**src/rtl/parallel2serial_param.sv**
```systemverilog
// parallel2serial_param: WIDTH-bit word to framed bit-serial stream.
// Define P2S_PARITY_EN to append an even-parity bit to each frame.
module parallel2serial_param #(
   parameter int WIDTH     = 8,
   parameter bit MSB_FIRST = 1'b1
) (
   input  logic             clk,
   input  logic             rst,
   input  logic             in_valid,
   output logic             in_ready,
   input  logic [WIDTH-1:0] parallel_in,
   output logic             serial_valid,
   output logic             serial_out,
   output logic             serial_start,
   output logic             serial_end,
   output logic             busy
);

`ifdef P2S_PARITY_EN
   localparam int FRAME = WIDTH + 1;
`else
   localparam int FRAME = WIDTH;
`endif
   localparam int CW = $clog2(FRAME + 1);
   localparam logic [CW-1:0] LAST = CW'(FRAME - 1);

   typedef enum logic {IDLE, SHIFT} state_t;

   state_t           state, state_n;
   logic [WIDTH-1:0] sreg, sreg_n;
   logic [CW-1:0]    cnt, cnt_n;
   logic             valid_n, out_n, start_n, end_n;
   logic             accept;
`ifdef P2S_PARITY_EN
   logic             par, par_n;
`endif

   function automatic logic head_of(input logic [WIDTH-1:0] v);
      return MSB_FIRST ? v[WIDTH-1] : v[0];
   endfunction

   function automatic logic [WIDTH-1:0] shift_of(input logic [WIDTH-1:0] v);
      return MSB_FIRST ? (v << 1) : (v >> 1);
   endfunction

   assign in_ready = !serial_valid || serial_end;
   assign accept   = in_valid && in_ready;
   assign busy     = serial_valid;

   // next-state: load on accept, else shift out or fall back to idle
   always_comb begin
      state_n = state;
      sreg_n  = sreg;
      cnt_n   = cnt;
      valid_n = 1'b0;
      out_n   = 1'b0;
      start_n = 1'b0;
      end_n   = 1'b0;
`ifdef P2S_PARITY_EN
      par_n   = par;
`endif
      if (accept) begin
         state_n = SHIFT;
         sreg_n  = shift_of(parallel_in);
         cnt_n   = LAST;
         valid_n = 1'b1;
         out_n   = head_of(parallel_in);
         start_n = 1'b1;
         end_n   = (LAST == '0);
`ifdef P2S_PARITY_EN
         par_n   = ^parallel_in;
`endif
      end else begin
         unique case (state)
            IDLE: begin
               state_n = IDLE;
            end
            SHIFT: begin
               if (cnt != '0) begin
                  valid_n = 1'b1;
                  end_n   = (cnt == CW'(1));
                  cnt_n   = cnt - CW'(1);
`ifdef P2S_PARITY_EN
                  if (cnt == CW'(1)) begin
                     out_n = par;
                  end else begin
                     out_n  = head_of(sreg);
                     sreg_n = shift_of(sreg);
                  end
`else
                  out_n  = head_of(sreg);
                  sreg_n = shift_of(sreg);
`endif
               end else begin
                  state_n = IDLE;
                  sreg_n  = '0;
                  cnt_n   = '0;
               end
            end
         endcase
      end
   end

   // state and registered serial outputs
   always_ff @(posedge clk) begin
      if (rst) begin
         state        <= IDLE;
         sreg         <= '0;
         cnt          <= '0;
         serial_valid <= 1'b0;
         serial_out   <= 1'b0;
         serial_start <= 1'b0;
         serial_end   <= 1'b0;
`ifdef P2S_PARITY_EN
         par          <= 1'b0;
`endif
      end else begin
         state        <= state_n;
         sreg         <= sreg_n;
         cnt          <= cnt_n;
         serial_valid <= valid_n;
         serial_out   <= out_n;
         serial_start <= start_n;
         serial_end   <= end_n;
`ifdef P2S_PARITY_EN
         par          <= par_n;
`endif
      end
   end

endmodule

```
**config.mk**
```make
export PLATFORM = sky130hd
export DESIGN_NAME = parallel2serial_param
export DESIGN_NICKNAME = d
export VERILOG_FILES = /design/src/rtl/parallel2serial_param.sv
export SDC_FILE = /design/constraint.sdc
export NUM_CORES = 1
export LEC_CHECK = 0
export CORE_AREA = 4 4 46 48
export CTS_CLUSTER_SIZE = 20
export DETAILED_ROUTE_END_ITERATION = 16
export DIE_AREA = 0 0 50 52
export PLACE_DENSITY = 0.76
export SETUP_SLACK_MARGIN = 0.3
export SYNTH_ARGS = -nofsm -noshare
export SYNTH_HDL_FRONTEND = slang
export SYNTH_SLANG_ARGS = --single-unit
```
**constraint.sdc**
```tcl
create_clock -name clk -period 2.9 [get_ports clk]
set_input_delay 0.58 -clock clk [delete_from_list [all_inputs] [get_ports clk]]
set_output_delay 0.58 -clock clk [all_outputs]
set_load 0.05 [all_outputs]
```
# After elaboration in Yosys (flattened, before gate mapping)
# Cells that the tools add are included.
dict set report word_totals {
  ff_bits 17
  input_bits 11
  out_inout_bits 6
}
dict set report classes {
  n_addsub 1
  eq_ne 1
  mux 15
  n_bitwise 2
  n_reduce_logical 7
}
# cell n
set op_table {}
lappend op_table {{2-to-1 mux 8 bit} 3}
lappend op_table {{2-to-1 mux 1 bit} 8}
lappend op_table {{2-to-1 mux 3 bit} 2}
lappend op_table {{equality test 4 x 1 -> 1 bit, second input constant} 1}
lappend op_table {{2-to-1 mux 4 bit} 1}
lappend op_table {{nonzero test 4 bit} 1}
lappend op_table {{OR reduction 4 bit} 1}
lappend op_table {{subtractor 4 x 1 -> 4 bit, second input constant} 1}
lappend op_table {{NOT 1 bit} 2}
lappend op_table {{one-hot mux 1 bit (2 select lines)} 1}
lappend op_table {{nonzero test 2 bit} 1}
lappend op_table {{OR reduction 2 bit} 1}
lappend op_table {{logical AND 1 bit} 1}
lappend op_table {{zero test 1 bit} 1}
lappend op_table {{logical OR 1 bit} 1}

# Logic depth before layout (Yosys ltp)
# Gate-level depths: netlist of run 1.
dict set report depth {
  ltp_word 4
  ltp_mapped 5
  ltp_nobuf 3
}

# Least setup slack after synthesis of run 1
# OpenSTA, ideal clock, no wires.
dict set report synth_timing {
  kind {reg-to-reg}
  startpoint {register serial_valid, in the netlist busy}
  endpoint {register serial_out}
  setup_ns 0.075
  t_arrival_ns 1.751
  slack_ns 1.074
  path_stages_with_launch 4
  synth_period_minus_slack_ns 1.826
  cell_sequence {dfxtp_1 > nand2b_1 > a2111o_1 > o21ai_0}
}
dict set report synth_between {
  elab_chain_cells 4
}
# item line_no
set synth_lines {}
lappend synth_lines {{start, declared} 12} ;# output logic serial_valid,
lappend synth_lines {{start signal, assigned} 121} ;# serial_valid <= valid_n;
lappend synth_lines {{zero test 1 bit} 46} ;# assign in_ready = !serial_valid || serial_end;
lappend synth_lines {{logical OR 1 bit} 46}
lappend synth_lines {{net in_ready} 10} ;# output logic in_ready,
lappend synth_lines {{logical AND 1 bit} 47} ;# assign accept = in_valid && in_ready;
lappend synth_lines {{2-to-1 mux 1 bit} 62} ;# if (accept) begin
lappend synth_lines {{end signal, assigned} 122} ;# serial_out <= out_n;
lappend synth_lines {{end, declared} 13} ;# output logic serial_out,
# The timed path passes the listed nets, and every way through them passes these cells.
# A chain may end at the register's enable or synchronous reset.

# Worst setup path in the final report of run 1
dict set report layout_timing {
  startpoint {register serial_valid, in the netlist busy}
  endpoint {output port serial_valid}
}
# No word-level cell between the ends.

==> results of run 1 <==
-- layout by cell type (no fill, tap or decap), types with 3 or more instances in the layout --
cell / instances
dfxtp_1: 15
nor2b_1: 6
nand2b_1: 4
a31oi_1: 3
clkbuf_4: 3
a2111oi_2: 6
nand2_1: 8
nor2_1: 8
a211oi_1: 6
clkdlybuf4s50_1: 16
-- sequential cells by signal, indices dropped and copies added (netlist names) --
name          cells
busy              1
cnt               4
serial_end        1
serial_out        1
serial_start      1
sreg              7
-- routing by layer --
| layer | share of wire (%) | GRT usage [%] |
|---|---|---|
| met3 | 7.7 | 5.44 |
| met4 | 0 | 5.07 |
| met2 | 45 | 22.6 |
| met5 | 0 | 0 |
| met1 | 47 | 17.7 |
-- critical path: cells and delay by family (launching register included) --
kind / cells / cell delay [ns]
flops: 1 / 0.54
buf+inv: 2 / 1.01
-- area by class of cell --
type,instances,share of cell area (%)
Clock buffer,4,2.77
Inverter,2,0.791
Multi-Input combinational cell,59,43.1
Sequential cell,15,31.6
Tap cell,25,3.29
Timing Repair Buffer,18,18.4
-- stage by stage --
stage                     utilization, %  instance area, sq um  setup slack [ns]  instances  power, mW
after global routing                55.6                   950             0.416        123      0.502
after CTS                           55.6                   950             0.498        123      0.478
after global placement              54.1                   923             0.825        119      0.361
after floorplan                        -                   753              1.07         82      0.324
final                               55.6                   950             0.501        123      0.475
after detailed placement            54.1                   923             0.817        119      0.363
-- synthesized netlist by cell type --
| library cell | n | area (sq um) |
|---|---|---|
| clkbuf_1 | 1 | 3.75 |
| o21bai_1 | 1 | 7.51 |
| or4_1 | 1 | 7.51 |
| nor3b_1 | 2 | 15.0 |
| a2111oi_2 | 6 | 90.1 |
| a21oi_1 | 1 | 5.00 |
| nand2b_1 | 4 | 25.0 |
| nor4_1 | 1 | 6.26 |
| nand3_1 | 1 | 5.00 |
| nor2_1 | 8 | 30.0 |
| inv_1 | 2 | 7.51 |
| buf_2 | 2 | 10.0 |
| a31oi_1 | 3 | 18.8 |
| dfxtp_1 | 15 | 300 |
| nand2_1 | 8 | 30.0 |
| and3_1 | 1 | 6.26 |
| a41oi_1 | 1 | 8.76 |
| and2_2 | 1 | 7.51 |
| a221oi_1 | 1 | 8.76 |
| nor2b_1 | 6 | 37.5 |
| nand3b_2 | 1 | 11.3 |
| a2111o_1 | 1 | 11.3 |
| o41ai_1 | 1 | 8.76 |
| a211oi_1 | 6 | 45.0 |
| or2b_1 | 1 | 7.51 |
| buf_4 | 3 | 22.5 |
| o21ai_0 | 2 | 10.0 |
| nand2_2 | 1 | 6.26 |
-- worst max path at each step --
stage	endpoint	slack, ns
4_1_cts	serial_valid	0.50
3_3_place_gp	serial_valid	0.83
6_report	serial_valid	0.50
2_1_floorplan	serial_out	1.07
5_1_grt	in_ready	0.42
3_5_place_dp	serial_valid	0.82
-- where the power goes --
| group | internal (mW) | total [mW] | switching [mW] |
|---|---|---|---|
| registers | 0.223 | 0.237 | 0.0148 |
| clock network | 0.0532 | 0.117 | 0.0635 |
| logic | 0.0534 | 0.120 | 0.0670 |
-- cell families (layout without fill, tap and decap cells) --
family | Yosys count | in the layout | share of synthesized area (%)
buffers and inverters | 8 | 24 | 5.81
and+or+nand+nor | 36 | 36 | 25.9
DFF | 15 | 15 | 39.9
AOI/OAI and AO/OA | 23 | 23 | 28.4
==> impl_results.md, run 1 <==
* Max cap viols at 0
* Seq. cell area at 300 sq um
* Relative slew slack at a little over half
* Drc violations at 0
* Vias per inst at 5.43
* Routability cong. at 0.794
* Clock Skew at 0.00122 ns
* Hold Path Class: reg2reg
* Worst-path clk slew at about 0.090 ns
* Final hold vios at 0
* Rows at 15
* Die W at 50 um
* Post-Synthesis Cell Area at 753 sq um
* Skew-Pair Late Insertion Delay at 0.27 ns
* Setup tns final at 0 ns
* # diodes at 0
* Core area at 1710 sq um
* Slowest stage delay, CP at 0.80 ns
* Critical path class: reg2out
* Synth Warn # at 0
* H-tree levels at 1
* Post-route ant nets at 0
* Number of global-route vias before repair at around 650
* Reg2Reg Depth at 3
* Net count reported at finish at between 100 and 150
* Worst-Margin Slew at around 0.7 ns
* Status: complete, no violations
* Total GRT Usage at between 10% and 20%
* Cell count after synthesis at 82
* Die ar. at 2600 sq um
* Startpoint class of the critical path: register
* Reg-to-Reg Start: cnt[2]
* I/O pin cnt at 17
* RSZ-0062 raised after global routing: false
* CTS Sinks at 15
* Multi-input gate area at around 410 sq um
* Largest net degree at the start of global routing at 19
* Leak pwr at 0.322 nW
* Final setup vio count at 0
* CTS Hold Bufs at 0
* Filler instances at 166
* Max VDD drop at 283 uV
* Routed Wire Length at 1700 um
* DIE HEIGHT at around 52 um
* P per Cell Area at 500 nW/um^2
* 1st-iter DRT viols at 5
* CTS tree: done
* PortBufs at 16
* Worst Setup SP: busy
* Data arrival, critical path at around 1.8 ns
* Worst Min Path Start: sreg[4]
* WL/cell at 13.8 um
* CTS buffer count at 3
* First-pass GRT wire length at a little under 3000 um
* Post-synth cell types at 28
* Initial antenna violation count at 0
* Worst hold stages at 2
* Hold EP: sreg[5]
* CTS Buffer Depth at 2
* Final HPWL DP at 1190 um
* Post_cts resized at 0
* Worst R2R End: sreg[2]
* CP max FO at 11
* Slew Limit Fails at 0
* Syn-to-layout area delta at 26.1%
* Sequential share of the synthesized area at 39.9%
* Fmax at around 420 MHz
* Final Cycle Share at 82.7%
* Syn avg cell area at between 9 and 10 sq um
* Post-synth net total at 93
* Vias at ~670
* Post CTS Setup Buffer Count at 0
* CP cell instances: buf_4 > clkdlybuf4s50_1
* DRT Pass-1 Iters at 4
* Initial Util at 44.1%
* Final min period at between 2 and 2.5 ns
* Grt ovf at 0
* Required time worst endpoint at between 2 and 2.5 ns
* Crit end category: primary output
* CTS Root Cell: clkbuf_4
* Layout cell share with drive strength beyond 1 at between 10% and 20%
* Fin Hold WS at 0.476 ns
* CP max stage cell: clkdlybuf4s50_1
* Reg2Reg Setup Slack at 1.47 ns
* Count of state elements after synthesis at 15
No activity file was read; power rests on OpenSTA's default activity.
==> run 2: changes to the inputs <==
- CORE_AREA: 4 4 46 48 -> 4 4 47 49
- DIE_AREA: 0 0 50 52 -> 0 0 51 53
- clock period: 2.9 -> 2 ns (I/O delays scaled with it)
==> impl_results.md, run 2 (synthesized netlist as in run 1, its figures left out) <==
* Status: complete, no violations
* Sequential Power Share at roughly half
* Reg-to-Reg Start: cnt[2]
* CTS buffer count at 3
* CP cell instances: dlygate4sd2_1
* Grt met2 use at 25.5%
* M3 GR Usage at 4.51%
* RSZ-0062 raised after global routing: false
* Crit. path cell count at 1
* Hold Path Class: reg2reg
* Max cap viols at 0
* Rows at 16
* Final HPWL DP at about 1300 um
* Layout cell share with drive strength beyond 1 at 22.0%
* Die ar. at ~2700 sq um
* Reg2Reg Setup Slack at 0.60 ns
* CTS Sinks at 15
* Total GRT Usage at between 15 and 20%
* Largest registers: sreg x7, cnt x4
* Worst R2R End: sreg[2]
* Syn-to-layout area delta at 29.2%
* PortBufs at 16
* Number of global-route vias before repair at a little under 700
* Combinational Power Share at between 20% and 30%
* Critical path class: reg2out
* CTS Buffer Depth at 2
* Number of flip-flops in the largest register at 7
* Net count reported at finish at about 110
* Final min period at approximately 1.6 ns
* Data arrival, critical path at 1.20 ns
* Final hold vios at 0
* P per Cell Area at about 730 nW/um^2
* Delay-heaviest family, CP: buffers and inverters
* Reg2Reg Depth at 3
* Vias per inst at ~5.5
* Crit end category: primary output
* Worst-Margin Slew at 0.494 ns
* Final Cycle Share at 80.0%
* Final core utilization at 52.3%
* Net Sw Power at between 0.2 and 0.25 mW
* H-tree levels at 1
* Core area at around 1900 sq um
* Routed Wire Length at 1800 um
* Commonest cells after routing, fill and taps aside: 14 x dfxtp_1, 10 x clkdlybuf4s50_1, 8 x nand2_1, 8 x nor2_1
* CP max stage cell: dlygate4sd2_1
* Setup tns final at 0 ns
* Clock power share at between 20 and 30%
* Routability cong. at 0.837
* DIE HEIGHT at between 50 and 60 um
* Post_cts resized at 4
* Final Cell Area at 973 sq um
* Required time worst endpoint at 1.60 ns
* Fmax at approximately 620 MHz
* Post CTS Setup Buffer Count at 0
* Worst Setup SP: serial_end
* CTS tree: done
* Skew-Pair Late Insertion Delay at 0.29 ns
* Dpl cell area at 948 sq um
* Internal power at 0.479 mW
* CP bufs+invs at 1
* CTS Root Cell: clkbuf_4
* Vias at 697
* Drc violations at 0
* Largest net degree at the start of global routing at 19
* Post-route ant nets at 0
* Commonest non-fill, non-tap cell in the layout: dfxtp_1
* Max VDD drop at 463 uV
* Final setup vio count at 0
* CP max FO at 3
* # diodes at 0
* Busiest grt layer: met2
* Relative slew slack at 67.2%
* 1st-iter DRT viols at 20
* Top reg by flops: sreg
* WL/cell at 14.2 um
* Leak pwr at 0.354 nW
* DRT Pass-1 Iters at 4
* Die W at slightly above 50 um
* Slew Limit Fails at 0
* Worst-path clk slew at 0.10 ns
* Initial antenna violation count at 0
* Setup crit end: serial_end
* First-pass GRT wire length at around 3100 um
* I/O pin cnt at 17
* CTS Hold Bufs at 0
* Routing usage on met1 at 19.4%
* Initial Util at 40.5%
* Grt ovf at 0
* Startpoint class of the critical path: register
* Switching share of power at 32.4%
* Slowest stage delay, CP at roughly 0.54 ns
* Clock Skew at 0.00546 ns
run 2: cell types whose count changed in the layout (fill, tap and decap cells not counted):
cell	previous run	this run
nand2b_1	4	3
buf_4	2	6
clkbuf_1	1	0
dfxtp_1	15	14
dlygate4sd2_1	0	3
clkinv_2	0	1
buf_12	0	1
clkdlybuf4s50_1	16	10
dfxtp_2	0	1
nand2b_2	0	1
run 2: worst min-delay path by stage:
stage | endpoint | startpoint | slack, ns | cells past startpoint
2_1_floorplan | sreg[2] | sreg[1] | 0.45 | 2
6_report | sreg[3] | sreg[2] | 0.48 | 2
5_1_grt | sreg[3] | sreg[2] | 0.52 | 2
4_1_cts | sreg[7] | sreg[6] | 0.49 | 2
3_5_place_dp | sreg[5] | sreg[4] | 0.47 | 2
3_3_place_gp | sreg[7] | sreg[6] | 0.47 | 2
run 2: power by group through the flow:
stage          clock, mW  sequential (mW)  combinational (mW)
2_1_floorplan          0            0.360               0.111
3_3_place_gp           0            0.353               0.178
3_5_place_dp           0            0.354               0.181
4_1_cts            0.183            0.348               0.180
5_1_grt            0.203            0.354               0.194
6_report           0.181            0.348               0.178
run 2: tightest hold or removal path, delay by kind of cell (launching register included):
kind / cells / cell delay, ns
AO/OA/AOI/OAI: 1 / 0.06
flip-flops: 1 / 0.32
AND/OR/NAND/NOR: 1 / 0.07
run 2: per-layer routing:
layer / share of wire (%) / vias up
li1: - / 339
met4: 2.1 / 0
met5: 0 / -
met2: 49 / 22
met1: 44 / 331
met3: 5.7 / 5
run 2: layout make-up:
class,count,area (sq um)
Fill cell,189,888
Multi-Input combinational cell,59,412
Sequential cell,15,302
Timing Repair Buffer,20,191
Tap cell,27,33.8
Clock buffer,3,22.5
Inverter,2,7.51
Clock inverter,1,5.00
run 2: stage by stage:
step                std cells  total power, mW  setup WS (ns)  hold WS, ns
floorplan                  82            0.471          0.360        0.450
global placement          123            0.531          0.305        0.468
detailed placement        123            0.535          0.246        0.472
CTS                       127            0.712          0.389        0.486
global route              127            0.751          0.356        0.515
finish                    127            0.708          0.399        0.483
